--- src/rtl/fetch_stage_pkg.sv ---
// Shared types for the rv32i fetch front end: FSM encoding and queue entry layout.
package fetch_stage_pkg;

  typedef logic [1:0] fetch_state_t;

  localparam fetch_state_t IDLE  = 2'd0;
  localparam fetch_state_t REQ   = 2'd1;
  localparam fetch_state_t DRAIN = 2'd2;

  typedef struct packed {
    logic [31:0] pc;
    logic [31:0] instr;
  } fetch_entry_t;

  function automatic logic [31:0] word_align(input logic [31:0] addr);
    return addr & 32'hffff_fffc;
  endfunction

endpackage

--- src/rtl/fetch_stage_queue.sv ---
// Synchronous FIFO of fetched {pc, instr} pairs; flush wins over push and pop.
module fetch_queue
  import fetch_stage_pkg::*;
#(
  parameter int unsigned DEPTH = 4
) (
  input  logic                       clk,
  input  logic                       rst,
  input  logic                       flush,
  input  logic                       push,
  input  fetch_entry_t               push_data,
  input  logic                       pop,
  output fetch_entry_t               head,
  output logic                       head_valid,
  output logic [$clog2(DEPTH):0]     count
);

  localparam int unsigned AW = $clog2(DEPTH);
  localparam logic [AW:0] ONE = (AW+1)'(1);

  fetch_entry_t mem_q [DEPTH];
  logic [AW:0]  wptr_q, rptr_q, count_q, count_d;
  logic         do_pop;

  assign do_pop     = pop && (count_q != '0);
  assign head       = mem_q[rptr_q[AW-1:0]];
  assign head_valid = (count_q != '0);
  assign count      = count_q;

  always_comb begin
    count_d = count_q;
    if (push && !do_pop) count_d = count_q + ONE;
    else if (!push && do_pop) count_d = count_q - ONE;
  end

  always_ff @(posedge clk) begin
    if (rst) begin
      wptr_q  <= '0;
      rptr_q  <= '0;
      count_q <= '0;
      for (int i = 0; i < int'(DEPTH); i++) mem_q[i] <= '0;
    end else if (flush) begin
      wptr_q  <= '0;
      rptr_q  <= '0;
      count_q <= '0;
    end else begin
      if (push) begin
        mem_q[wptr_q[AW-1:0]] <= push_data;
        wptr_q                <= wptr_q + ONE;
      end
      if (do_pop) rptr_q <= rptr_q + ONE;
      count_q <= count_d;
    end
  end

endmodule

--- src/rtl/fetch_stage.sv ---
// Instruction fetch FSM: one outstanding word read, slot-reserved queue toward decode,
// redirect flush with in-flight response discard.
module fetch_stage
  import fetch_stage_pkg::*;
#(
  parameter int unsigned DEPTH    = 4,
  parameter logic [31:0] RESET_PC = 32'h1eceb000
) (
  input  logic        clk,
  input  logic        rst,
  output logic [31:0] imem_addr,
  output logic [3:0]  imem_rmask,
  output logic [3:0]  imem_wmask,
  output logic [31:0] imem_wdata,
  input  logic [31:0] imem_rdata,
  input  logic        imem_resp,
  input  logic        redirect_valid,
  input  logic [31:0] redirect_pc,
  output logic        if_valid,
  output logic [31:0] if_pc,
  output logic [31:0] if_instr,
  input  logic        dec_ready
);

  localparam int unsigned AW = $clog2(DEPTH);
  localparam logic [AW:0] DEPTH_C = (AW+1)'(DEPTH);
  localparam logic [AW:0] ONE     = (AW+1)'(1);

  fetch_state_t state_q, state_d;
  logic [31:0]  fetch_pc_q, fetch_pc_d;
  logic [31:0]  stale_pc_q, stale_pc_d;
  logic         flush, push, pop;
  logic [AW:0]  count, pop_ext, cnt_pop, cnt_push_pop;
  fetch_entry_t head, push_data;

  assign pop          = if_valid && dec_ready;
  assign pop_ext      = {{AW{1'b0}}, pop};
  // Occupancy after this edge, with and without a push, used for slot reservation.
  assign cnt_pop      = count - pop_ext;
  assign cnt_push_pop = count + ONE - pop_ext;
  assign push_data    = '{pc: fetch_pc_q, instr: imem_rdata};

  always_comb begin
    state_d    = state_q;
    fetch_pc_d = fetch_pc_q;
    stale_pc_d = stale_pc_q;
    flush      = 1'b0;
    push       = 1'b0;
    case (state_q)
      IDLE: begin
        if (redirect_valid) begin
          flush      = 1'b1;
          fetch_pc_d = word_align(redirect_pc);
          state_d    = REQ;
        end else if (cnt_pop < DEPTH_C) begin
          state_d = REQ;
        end
      end
      REQ: begin
        if (redirect_valid) begin
          flush      = 1'b1;
          fetch_pc_d = word_align(redirect_pc);
          if (imem_resp) begin
            state_d = REQ;
          end else begin
            stale_pc_d = fetch_pc_q;
            state_d    = DRAIN;
          end
        end else if (imem_resp) begin
          push       = 1'b1;
          fetch_pc_d = fetch_pc_q + 32'd4;
          state_d    = (cnt_push_pop < DEPTH_C) ? REQ : IDLE;
        end
      end
      DRAIN: begin
        // The queue is already empty here; the flush only keeps redirect semantics uniform.
        if (redirect_valid) begin
          flush      = 1'b1;
          fetch_pc_d = word_align(redirect_pc);
        end
        if (imem_resp) state_d = REQ;
      end
      default: state_d = IDLE;
    endcase
  end

  always_ff @(posedge clk) begin
    if (rst) begin
      state_q    <= IDLE;
      fetch_pc_q <= word_align(RESET_PC);
      stale_pc_q <= word_align(RESET_PC);
    end else begin
      state_q    <= state_d;
      fetch_pc_q <= fetch_pc_d;
      stale_pc_q <= stale_pc_d;
    end
  end

  assign imem_addr  = (state_q == DRAIN) ? stale_pc_q : fetch_pc_q;
  assign imem_rmask = (state_q == REQ || state_q == DRAIN) ? 4'b1111 : 4'b0000;
  assign imem_wmask = 4'b0000;
  assign imem_wdata = 32'h0;

  fetch_queue #(
    .DEPTH(DEPTH)
  ) u_queue (
    .clk        (clk),
    .rst        (rst),
    .flush      (flush),
    .push       (push),
    .push_data  (push_data),
    .pop        (pop),
    .head       (head),
    .head_valid (if_valid),
    .count      (count)
  );

  assign if_pc    = head.pc;
  assign if_instr = head.instr;

endmodule
--- config.mk ---
export PLATFORM = sky130hd
export DESIGN_NAME = fetch_stage
export DESIGN_NICKNAME = d
export VERILOG_FILES = /design/src/rtl/fetch_stage_pkg.sv /design/src/rtl/fetch_stage_queue.sv /design/src/rtl/fetch_stage.sv
export SDC_FILE = /design/constraint.sdc
export NUM_CORES = 1
export LEC_CHECK = 0
export ABC_AREA = 1
export CAP_MARGIN = 20
export CORE_AREA = 5 5 276 197
export CTS_CLUSTER_SIZE = 8
export DETAILED_ROUTE_END_ITERATION = 10
export DIE_AREA = 0 0 281 202
export PLACE_DENSITY_LB_ADDON = 0.12
export SETUP_SLACK_MARGIN = 0.15
export SLEW_MARGIN = 0
export SYNTH_ARGS = -nofsm -noshare
export SYNTH_HDL_FRONTEND = slang
export SYNTH_SLANG_ARGS = --single-unit
--- constraint.sdc ---
create_clock -name clk -period 6.5 [get_ports clk]
set_input_delay 0.65 -clock clk [delete_from_list [all_inputs] [get_ports clk]]
set_output_delay 0.65 -clock clk [all_outputs]
set_load 0.01 [all_outputs]
==> results.cfg <==
[run_status]
status = finished, final reports clean

[global_routing]
grt_util_all_layers_pct = 15.96
grt_pass1_wl_um = 70890
grt_max_degree = 86
grt_overflow = 0
antenna_found_initial = 0
grt_pass1_vias = 11550

[critical_path]
path_common_cell = buf_4
path_cells = buf_4, buf_4, o21ai_0, o22ai_1, clkdlybuf4s50_1
cp.arrival_ns = 3.44
worstSetupPathType = flip-flop to output pin
worst_setup_path_end_kind = output pin
setup.worst_path.start_class = flip-flop
cpPeakStageDelay_ns = 0.70
slowest_stage = buf_4
required_ns = 5.85
crit_fanout = 64

[detailed_routing]
first_pass_iters = 5
wirelength_um = 46600
post_drt_wl_per_cell_um = 18.66
via_per_inst = 4.722
route.detailed.drc = 0
drt_iter0_drc = 809
postRouteAntennaNets = 0
num_vias = 11790

[yosys]
muxShareOfSynthArea_pct = 0
yosys.area.top_type = edfxtp_1
synthCells = 1658
synth_seq_cells = 323
synth.top_cell.area_share_pct = 49.61
yosys.area_share.simple_pct = 19.88
yosysSeqAreaShare_pct = 58.93
avgSynthCellArea_um2 = 9.200
yosys_warnings = 0
synth-compound-area-share_pct = 12.29
synth_xor_area_share_pct = 0.2297
synth_top_family_by_area = simple AND/OR/NAND/NOR gates
synthTopCellsByArea = edfxtp_1 50%, nor2_1 9.9%, dfxtp_1 9.3%
ys_types = 35
synth_fa_ha_area_share_pct = 0.7382
syn_area_um2 = 15250

[placement]
place_congestion = 0.8855
portBuffers = 165
hpwl_um = 27680

[floorplanning]
row_count = 70
die_y_um = 202
die_area_um2 = 56760
io_pins = 206
fp.dieW_um = 281
start_util_pct = 29.57
core_area_um2 = 51590

[clocking]
clock_latency_ns = 0.54
cts.sinks = 323
clockRootBuffer = clkbuf_16
cts_tree = built
cts_buffers = 46
htreeDepth = 2
cts_setup_buffers = 0
postCtsHoldBufs = 0
cts-resized-gates = 0
cts_max_path_buffers = 3
clk_pin_slew_ns = 0.05

[power]
switchingPower_uw = 1743
clockPowerShare_pct = 37.3
p_per_area_nw_per_um2 = 316.7
p_leak_uw = 0.006956
pwr-share-seq_pct = 42.2
power.internal_uw = 4184
power_frac_comb_pct = 20.5
vdd_drop_max_mv = 0.1611
swShare_pct = 29.41

[cells_and_area]
num-fill-cells = 5221
layout_common_cells = 402 x nor2_1, 252 x edfxtp_1, 205 x o21ai_0
diodes = 0
nets = 1873
final_common_cell = nor2_1
drive_gt1_share_pct = 8.770
syn_to_final_growth_pct = 22.70

[job]
max_cap_violations = 0

[sta]
clock.fmax_mhz = 244.7
slew_headroom_pct = 28.19
tightest_slew_ns = 1.077
tns_ns = 0
fin_hold_ws_ns = 0.4647
grt_setup_unrepaired = no
finalHoldViolations = 0
fin_skew_ns = 0.01661
slew_viol_final = 0
timing.final.crit_period_ns = 4.087
setup_viol = 0
fin_crit_sh_pct = 62.88

[hold_path]
hold_class = flip-flop to flip-flop
==> flip-flops by register name, indices dropped and copies added, names as in the netlist, named ones only <==
name,flops
u_queue.rptr_q,2
fetch_pc_q,30
u_queue.mem_q,252
u_queue.count,3
stale_pc_q,30
state_q,2
u_queue.wptr_q,2
==> kinds of logic after synthesis <==
logic type | after synthesis
AO/OA/AOI/OAI | 347
buffers and inverters | 268
adder cells (fa/ha/maj) | 9
other | 1
flip-flops | 323
XOR/XNOR | 4
AND/OR/NAND/NOR | 706
==> critical path, delay by kind of cell (launching register included) <==
kind	cells	cell delay (ns)
buf+inv	3	1.86
compound gates	2	0.59
flops	1	0.37
==> cells in the mapped netlist, drive strengths merged <==
master,n
a211oi,2
o211ai,16
edfxtp,252
or2,2
inv,128
conb,1
ha,9
o22ai,64
a21boi,1
nand2,192
nand3b,1
nor2,438
nand4,4
o21ai,207
xor2,4
nand3,41
clkbuf,77
a221oi,1
nor3,28
clkinv,2
a21oi,54
buf,61
o21a,1
o2bb2ai,1
dfxtp,71
==> area by class of cell <==
type	count	area (um2)	area share (%)
inverter	130	493.0	2.634
timing repair buffer	186	1822	9.734
clock inverter	1	5.005	0.02674
clock buffer	65	1286	6.873
tap	684	855.8	4.573
sequential	323	8994	48.05
multi-input combinational	1108	5260	28.11
==> stage by stage <==
stage,setup slack [ns],instances,area [um2],util [%],power [uW]
finish,2.413,2497,18720,36.28,5927
global route,2.240,2497,18720,36.28,6233
CTS,2.339,2497,18720,36.28,6021
detailed placement,2.674,2431,17420,33.78,3776
global placement,2.703,2431,17420,33.78,3775
floorplan,0.3266,1699,15410,-,3225
==> power by group through the flow <==
stage	Combinational, uW	Clock, uW	Sequential (uW)
after floorplan	711	0	2510
after global placement	1240	0	2540
after detailed placement	1240	0	2540
after CTS	1240	2280	2500
after global routing	1340	2370	2520
final	1210	2210	2500
==> metal layers <==
layer / GRT usage, % / part of all wire (%)
met1: 22.80 / 48
met3: 2.598 / 4.2
met2: 25.85 / 47
met5: 0 / 0
met4: 3.146 / 1.6
==> final timing paths <==
kind / start / endpoint / slack (ns) / cells after the start
hold / removal: u_queue.rptr_q[0]$_SDFFE_PP0P_ / flip-flop / 0.46 / 1
hold reg to reg: u_queue.rptr_q[0]$_SDFFE_PP0P_ / flip-flop / 0.46 / 1
setup / recovery: flip-flop / if_pc[23] / 2.41 / 5
setup reg to reg: state_q[1]$_SDFFE_PP0P_ / u_queue.mem_q[2][26]$_SDFFCE_PN0P_ / 3.41 / 10
No activity file was read; power rests on OpenSTA's default activity.
